`src/rtl/vga_pkg.sv`:
```
// rtl/vga_pkg.sv - default 640x480@60 timing constants and decode helper for vga_sync_gen
package vga_pkg;

   // Visible area, porches and sync widths (pixels / lines)
   localparam int unsigned VGA_H_ACTIVE = 640;
   localparam int unsigned VGA_H_FP     = 16;
   localparam int unsigned VGA_H_SYNC   = 96;
   localparam int unsigned VGA_H_BP     = 48;
   localparam int unsigned VGA_V_ACTIVE = 480;
   localparam int unsigned VGA_V_FP     = 10;
   localparam int unsigned VGA_V_SYNC   = 2;
   localparam int unsigned VGA_V_BP     = 33;

   // Coordinate width; both totals below must fit in it
   localparam int unsigned VGA_CNT_W    = 10;

   // Derived totals
   localparam int unsigned VGA_H_TOTAL  = VGA_H_ACTIVE + VGA_H_FP + VGA_H_SYNC + VGA_H_BP;
   localparam int unsigned VGA_V_TOTAL  = VGA_V_ACTIVE + VGA_V_FP + VGA_V_SYNC + VGA_V_BP;

   // Sync pulse windows, start inclusive / end exclusive
   localparam int unsigned VGA_HS_START = VGA_H_ACTIVE + VGA_H_FP;
   localparam int unsigned VGA_HS_END   = VGA_HS_START + VGA_H_SYNC;
   localparam int unsigned VGA_VS_START = VGA_V_ACTIVE + VGA_V_FP;
   localparam int unsigned VGA_VS_END   = VGA_VS_START + VGA_V_SYNC;

   // Half-open window test used by the sync decoders
   function automatic logic in_window(int unsigned v, int unsigned lo, int unsigned hi);
      return (v >= lo) && (v < hi);
   endfunction

endpackage

```
`src/rtl/vga_sync_gen.sv`:
```
// rtl/vga_sync_gen.sv - VGA raster counters, syncs, video_on and frame_start; VGA_SYNC_CLK_DIV_EN enables a /4 pixel-tick divider
module vga_sync_gen
   import vga_pkg::*;
#(
   parameter int unsigned H_ACTIVE = VGA_H_ACTIVE,
   parameter int unsigned H_FP     = VGA_H_FP,
   parameter int unsigned H_SYNC   = VGA_H_SYNC,
   parameter int unsigned H_BP     = VGA_H_BP,
   parameter int unsigned V_ACTIVE = VGA_V_ACTIVE,
   parameter int unsigned V_FP     = VGA_V_FP,
   parameter int unsigned V_SYNC   = VGA_V_SYNC,
   parameter int unsigned V_BP     = VGA_V_BP,
   parameter int unsigned CNT_W    = VGA_CNT_W
) (
   input  logic             clk,
   input  logic             rst,
   output logic [CNT_W-1:0] x,
   output logic [CNT_W-1:0] y,
   output logic             hsync,
   output logic             vsync,
   output logic             video_on,
   output logic             pix_tick,
   output logic             frame_start
);

   localparam int unsigned H_TOTAL  = H_ACTIVE + H_FP + H_SYNC + H_BP;
   localparam int unsigned V_TOTAL  = V_ACTIVE + V_FP + V_SYNC + V_BP;
   localparam int unsigned HS_START = H_ACTIVE + H_FP;
   localparam int unsigned HS_END   = HS_START + H_SYNC;
   localparam int unsigned VS_START = V_ACTIVE + V_FP;
   localparam int unsigned VS_END   = VS_START + V_SYNC;

   localparam logic [CNT_W-1:0] X_LAST = CNT_W'(H_TOTAL - 1);
   localparam logic [CNT_W-1:0] Y_LAST = CNT_W'(V_TOTAL - 1);
   localparam logic [CNT_W-1:0] CNT_ONE = CNT_W'(1);

   logic             tick;

   logic [CNT_W-1:0] x_q, x_d;
   logic [CNT_W-1:0] y_q, y_d;
   logic             hsync_q, hsync_d;
   logic             vsync_q, vsync_d;
   logic             video_on_q, video_on_d;
   logic             frame_start_q, frame_start_d;

`ifdef VGA_SYNC_CLK_DIV_EN
   logic [1:0] div_q;
   logic       tick_q;

   // Free-running /4 divider; tick_q is registered so it is high exactly while div_q == 3
   always_ff @(posedge clk or posedge rst) begin
      if (rst) begin
         div_q  <= 2'd0;
         tick_q <= 1'b0;
      end else begin
         div_q  <= div_q + 2'd1;
         tick_q <= (div_q == 2'd2);
      end
   end

   assign tick = tick_q;
`else
   assign tick = 1'b1;
`endif

   // Next raster position; counters only move on a pixel tick
   always_comb begin
      x_d = x_q;
      y_d = y_q;
      if (tick) begin
         if (x_q == X_LAST) begin
            x_d = '0;
            if (y_q == Y_LAST) begin
               y_d = '0;
            end else begin
               y_d = y_q + CNT_ONE;
            end
         end else begin
            x_d = x_q + CNT_ONE;
         end
      end
   end

   // Decode from the next position so syncs and video_on line up with the x/y they accompany
   always_comb begin
      hsync_d       = ~in_window(32'(x_d), HS_START, HS_END);
      vsync_d       = ~in_window(32'(y_d), VS_START, VS_END);
      video_on_d    = (32'(x_d) < H_ACTIVE) && (32'(y_d) < V_ACTIVE);
      frame_start_d = tick && (x_d == '0) && (y_d == '0);
   end

   // Output registers; reset parks the raster on the last pixel so the first tick lands on (0,0)
   always_ff @(posedge clk or posedge rst) begin
      if (rst) begin
         x_q           <= X_LAST;
         y_q           <= Y_LAST;
         hsync_q       <= 1'b1;
         vsync_q       <= 1'b1;
         video_on_q    <= 1'b0;
         frame_start_q <= 1'b0;
      end else begin
         x_q           <= x_d;
         y_q           <= y_d;
         hsync_q       <= hsync_d;
         vsync_q       <= vsync_d;
         video_on_q    <= video_on_d;
         frame_start_q <= frame_start_d;
      end
   end

   assign x           = x_q;
   assign y           = y_q;
   assign hsync       = hsync_q;
   assign vsync       = vsync_q;
   assign video_on    = video_on_q;
   assign frame_start = frame_start_q;
   assign pix_tick    = tick;

endmodule
```
`config.mk`:
```
export PLATFORM = sky130hd
export DESIGN_NAME = vga_sync_gen
export DESIGN_NICKNAME = d
export VERILOG_FILES = /design/src/rtl/vga_pkg.sv /design/src/rtl/vga_sync_gen.sv
export SDC_FILE = /design/constraint.sdc
export NUM_CORES = 1
export LEC_CHECK = 0
export CAP_MARGIN = 15
export CORE_MARGIN = 3
export CORE_UTILIZATION = 45
export CTS_CLUSTER_SIZE = 10
export DETAILED_ROUTE_END_ITERATION = 8
export PLACE_DENSITY = 0.71
export SETUP_SLACK_MARGIN = 0.4
export SYNTH_ARGS = -nofsm -noshare
export SYNTH_HDL_FRONTEND = slang
export SYNTH_SLANG_ARGS = --single-unit
```
`constraint.sdc`:
```
create_clock -name clk -period 3.8 [get_ports clk]
set_input_delay 0.76 -clock clk [delete_from_list [all_inputs] [get_ports clk]]
set_output_delay 0.76 -clock clk [all_outputs]
set_load 0.1 [all_outputs]
```
==> After elaboration in Yosys (flattened, before gate mapping) <==
Cells that the tools add are included.
{ "classes": {"addsub": 2, "n_mul": 0, "n_div": 0, "magnitude_cmp": 6, "eq_ne": 2, "shift": 0, "muxes": 3, "bitwise_logic": 2, "reduce_logical": 6} }
{ "ops": {"columns": ["operator", "n"], "rows": [
  ["two-way mux 10 bit", 3],
  ["adder 10 x 1 -> 10 bit, second input constant", 2],
  ["== test 10 bit, second input constant", 2],
  ["zero test 10 bit", 2],
  ["less-than comparator 10 bit, second input constant", 2],
  ["less-than comparator 10 x 9 -> 1 bit, second input constant", 2],
  [">= comparator 10 bit, second input constant", 1],
  [">= comparator 10 x 9 -> 1 bit, second input constant", 1],
  ["logical AND 1 bit", 4],
  ["inverter 1 bit", 2]
]} }
{ "word_totals": {"regBits": 24, "latch_bits": 0, "mem_bits_rw": 0, "rom_bits": 0, "in_bits": 2, "output_inout_bits": 25, "elab_cells": 27, "memories": 0} }

==> Longest topological paths before layout <==
{ "logic_depth": {"ltp_word": 6, "depth_mapped": 9, "ltp_nobuf": 8} }

==> Worst setup path before layout <==
OpenSTA, ideal clock, no wires.
{ "synth_timing": {"kind": "register -> register", "startpoint": "register x_q[0], in the netlist x[0]", "endpoint": "register frame_start_q, in the netlist frame_start", "t_arrival_ns": 2.470, "slack_ns": 1.234, "stages_incl_launch_ff": 9, "path_buffers": 2, "synth_period_minus_slack_ns": 2.566, "cell_sequence": "dfstp_2 ha_1 and4_1 buf_4 and4_1 buf_2 o21ai_0 a22o_1 nor4_2"} }
{ "synth_via": {"elab_chain_cells": 4} }
{ "synth_rtl": {"columns": ["element", "line", "rtl"], "rows": [
  ["from (decl)", "vga_sync_gen.sv:39", "logic [CNT_W-1:0] x_q, x_d;"],
  ["from (signal assigned)", "vga_sync_gen.sv:95", "x_q <= X_LAST;"],
  ["from (signal assigned)", "vga_sync_gen.sv:102", "x_q <= x_d;"],
  ["== test 10 bit", "vga_sync_gen.sv:71", "if (x_q == X_LAST) begin"],
  ["two-way mux 10 bit", "vga_sync_gen.sv:71", null],
  ["named net y_d[9]", "vga_sync_gen.sv:40", "logic [CNT_W-1:0] y_q, y_d;"],
  ["zero test 10 bit", "vga_sync_gen.sv:89", "frame_start_d = tick && (x_d == '0) && (y_d == '0);"],
  ["logical AND 1 bit", "vga_sync_gen.sv:89", null],
  ["named net frame_start_d", "vga_sync_gen.sv:44", "logic frame_start_q, frame_start_d;"],
  ["to (signal assigned)", "vga_sync_gen.sv:107", "frame_start_q <= frame_start_d;"],
  ["to (decl)", "vga_sync_gen.sv:44", null]
]} }
The timed path passes the listed nets, and every way through them passes these cells.

==> Final worst setup path <==
{ "layout_timing": {"startpoint": "register y_q[4], in the netlist y[4]", "endpoint": "output y[4]"} }
{ "layout_lines": {"columns": ["element", "line", "rtl"], "rows": [
  ["from (decl)", "vga_sync_gen.sv:40", null],
  ["from (signal assigned)", "vga_sync_gen.sv:103", "y_q <= y_d;"],
  ["to (decl)", "vga_sync_gen.sv:18", "output logic [CNT_W-1:0] y,"]
]} }
No word-level cell between the ends.

==> implementation parameters <==
Parameter                              Value

Drt
  Initial DRT Pass Iterations ... 4
  Detail Route Antenna Nets ... 0
  Violation count after the first detailed-routing iteration ... 61
  DRC violation count after routing ... 0
  Average detailed-routed wire length per instance ... 15.1 microns
  Via-to-Cell Ratio ... 5.71
  Routed vias ... 1211
  Total wire length after detailed routing ... 3.20 mm

Floorplan
  Floorplan die height ... 61.9 microns
  Placeable core region ... 2880 sq um
  Overall die area ... between 3000 and 4000 sq um
  Total number of placement rows ... 19
  I/O pins ... 27
  Die extent in x ... 61.9 microns
  Initial standard-cell utilization of the core ... 48.8%

Worst setup path
  Startpoint type of the worst setup path ... register
  Endpoint class of the critical path ... primary output
  Worst-path cell chain ... clkdlybuf4s50_1
  Startpoint of the most critical register-to-register path ... x[0]
  Cells on worst reg2reg path ... 7
  Delay of the slowest critical-path stage ... roughly 1200 ps
  Critical path start-end classification ... reg -> out
  Cell with the largest stage delay on the worst path ... clkdlybuf4s50_1
  Startpoint of the worst setup timing path ... y[4]
  Kind of cell with the highest combined delay on the critical path ... buffers and inverters
  Crit path arrival time ... 2190 ps
  Largest fanout on the critical path ... 13
  Number of cells on the critical path ... 1
  Setup slack of the most critical reg-to-reg path ... 1240 ps
  CP required ... 3040 ps
  Bufs and invs on worst path ... 1
  Capturing element of the worst setup path ... y[4]
  Worst r2r dst ... frame_start

Placed design
  Pre-CTS worst setup slack ... around 1200 ps
  Post-DP HPWL ... 2.30 mm
  Final GP Congestion ... approximately 0.86
  Port Buffers ... 25

Synthesis
  Post-synth top flop ... dfstp_2
  Mapped cell area ... 1410 sq um
  Yosys Warn Count ... 0
  Synthesis-stage register bit count ... 24
  Portion of the post-synthesis area used by sequential elements ... 43.8%
  Per-instance average area after synthesis ... 9.43 sq um
  Number of nets in the synthesized netlist ... 154
  EDFF count, synth ... 0
  Portion of synthesized cell area occupied by the leading cell type ... 22.4%
  Most instantiated cells after synthesis ... nand2_1 (13), dfrtp_1 (12), dfstp_2 (12)
  Largest cells by area after synthesis ... dfstp_2 (22%), dfrtp_1 (21%), xnor2_1 (5.6%)
  Cell type with the largest total area after synthesis ... dfstp_2
  Async SR Flop Fraction ... 100%
  Synth Instances ... approximately 150
  Library cell with the highest instance count after synthesis ... nand2_1
  Count of different cell masters after synthesis ... 40

Layout
  Share of final-layout standard cells stronger than drive strength 1 ... 15.3%
  Final net count ... 176
  Relative area change from synthesis to final layout ... 21.0%
  Antenna Diode Count ... 0

Global route
  Initial antenna violation count ... 0
  Overflow after GRT ... 0
  Wire length of the first global-routing pass ... 5.16 mm
  Overall global routing resource usage ... 18.3%
  Largest net degree at the start of global routing ... 25
  Number of global-route vias before repair ... 1128

STA
  Worst hold slack ... 569 ps
  Post-Route Setup TNS ... 0 ps
  RSZ-0062 raised after global routing ... no
  Worst slew slack as a fraction of its limit ... approximately a third
  Total of endpoints with negative setup slack in the final report ... 0
  Final hold violation count ... 0
  Worst-Margin Slew ... 987 ps
  Final setup skew ... 8.63 ps
  Final Worst Setup Slack ... 855 ps
  Final Critical Period ... 2950 ps
  Max Slew Vio Count ... 0
  Maximum frequency from static timing analysis ... approximately 0.34 GHz
  Final worst-path cycle share ... 77.5%

Clock tree
  Number of clock buffers inserted by TritonCTS ... 3
  Number of sinks driven by the clock tree ... 24
  Clock Path Buffers ... 2
  CTS tree ... yes
  Clock root buffer master ... clkbuf_4
  Buffer count from post-CTS setup fixing ... 0
  H-Tree Level Count ... 1
  Quantity of gates resized following cts ... 0
  Clock latency reported for the late side of the worst-skew pair ... 330 ps
  Clock transition time at the flip-flop clock pins of the worst setup and hold paths ... 150 ps
  Hold buffers post-CTS ... 0

Job
  Max_cap viols ... 0

Power and ir drop
  Static leakage ... 0.664 nW
  Largest voltage drop on the vdd net ... 131 uV
  Power density normalized to cell area ... 241 nW/um^2

Status
  Status ... finished, final reports clean

Hold path
  Worst hold-check path type ... reg -> reg
[stage by stage]
stage | power, W | instance area [sq um] | util [%] | instances
after floorplan | 0.000269 | 1410 | - | 149
after global placement | 0.000271 | 1660 | 57.9 | 208
after detailed placement | 0.000271 | 1660 | 57.9 | 208
after CTS | 0.000410 | 1700 | 59.1 | 212
after global routing | 0.000423 | 1700 | 59.1 | 212
final | 0.000410 | 1700 | 59.1 | 212
[how the worst min path moves through the flow]
stage / cells past startpoint / to / slack, ps / from
finish: 1 / x[0] / 570 / x[0]
global route: 1 / x[2] / 600 / x[2]
CTS: 1 / x[0] / 560 / x[0]
detailed placement: 1 / x[0] / 520 / x[0]
global placement: 1 / x[0] / 520 / x[0]
floorplan: 1 / x[0] / 720 / x[0]
[logic make-up (layout without fill, tap and decap cells)]
kind of cell,Yosys count,in the layout,synth area share (%)
xor gates and xnor gates,13,13,8.10
and+or+nand+nor,66,66,28.0
muxes,1,1,0.801
DFF,24,24,43.8
other,1,1,0.267
AOI/OAI and AO/OA,22,22,10.3
adders and majority gates,3,3,2.67
buffers and inverters,19,40,6.05
[report_power, final]
group | internal, W | switching, W
logic | 0.000000944 | 0.00000912
clock network | 0.0000587 | 0.0000848
registers | 0.000256 | 0
total | 0.000316 | 0.0000939
[metal layers]
| layer | vias up | wire (microns) | global-route usage (%) |
|---|---|---|---|
| li1 | 571 | - | - |
| met1 | 580 | 1510 | 26.0 |
| met2 | 52 | 1440 | 26.9 |
| met3 | 8 | 171 | 3.31 |
| met4 | 0 | 68 | 9.09 |
| met5 | - | 0 | 0 |
[flip-flops by register name (all words and copies together) (netlist names)]
signal and count:
frame_start 1, hsync 1, video_on 1, vsync 1, x 10, y 10
[layout by cell type, fill, tap and decap left out, drive strengths merged]
| cell type | Yosys | layout |
|---|---|---|
| and3 | 2 | 2 |
| nor2b | 2 | 2 |
| a22o | 1 | 1 |
| o2111ai | 1 | 1 |
| or4 | 1 | 1 |
| xnor2 | 9 | 9 |
| conb | 1 | 1 |
| nor2 | 12 | 12 |
| inv | 11 | 11 |
| mux2 | 1 | 1 |
| nand4 | 6 | 6 |
| clkbuf | 1 | 4 |
| dfstp | 12 | 12 |
| a31oi | 3 | 3 |
| nor3 | 12 | 12 |
| o21ai | 7 | 7 |
| clkdlybuf4s50 | 0 | 25 |
| nand3 | 8 | 8 |
| nand2 | 13 | 13 |
| ha | 3 | 3 |
| or2 | 1 | 1 |
| and4 | 2 | 2 |
| a211oi | 2 | 2 |
| xor2 | 4 | 4 |
| a21o | 2 | 2 |
| a221o | 1 | 1 |
| nor4 | 5 | 5 |
| o31ai | 1 | 1 |
| and2 | 1 | 1 |
| a22oi | 1 | 1 |
| dfrtp | 12 | 12 |
| nand3b | 1 | 1 |
| a32oi | 1 | 1 |
| a21oi | 2 | 2 |
[final cells by class]
type	instances	area, sq um
Fill cell	250	1180
Multi-Input combinational cell	106	704
Sequential cell	24	616
Timing Repair Buffer	25	250
Tap cell	42	52.6
Inverter	11	41.3
Clock buffer	4	36.3
(Power assumes the default switching activity.)
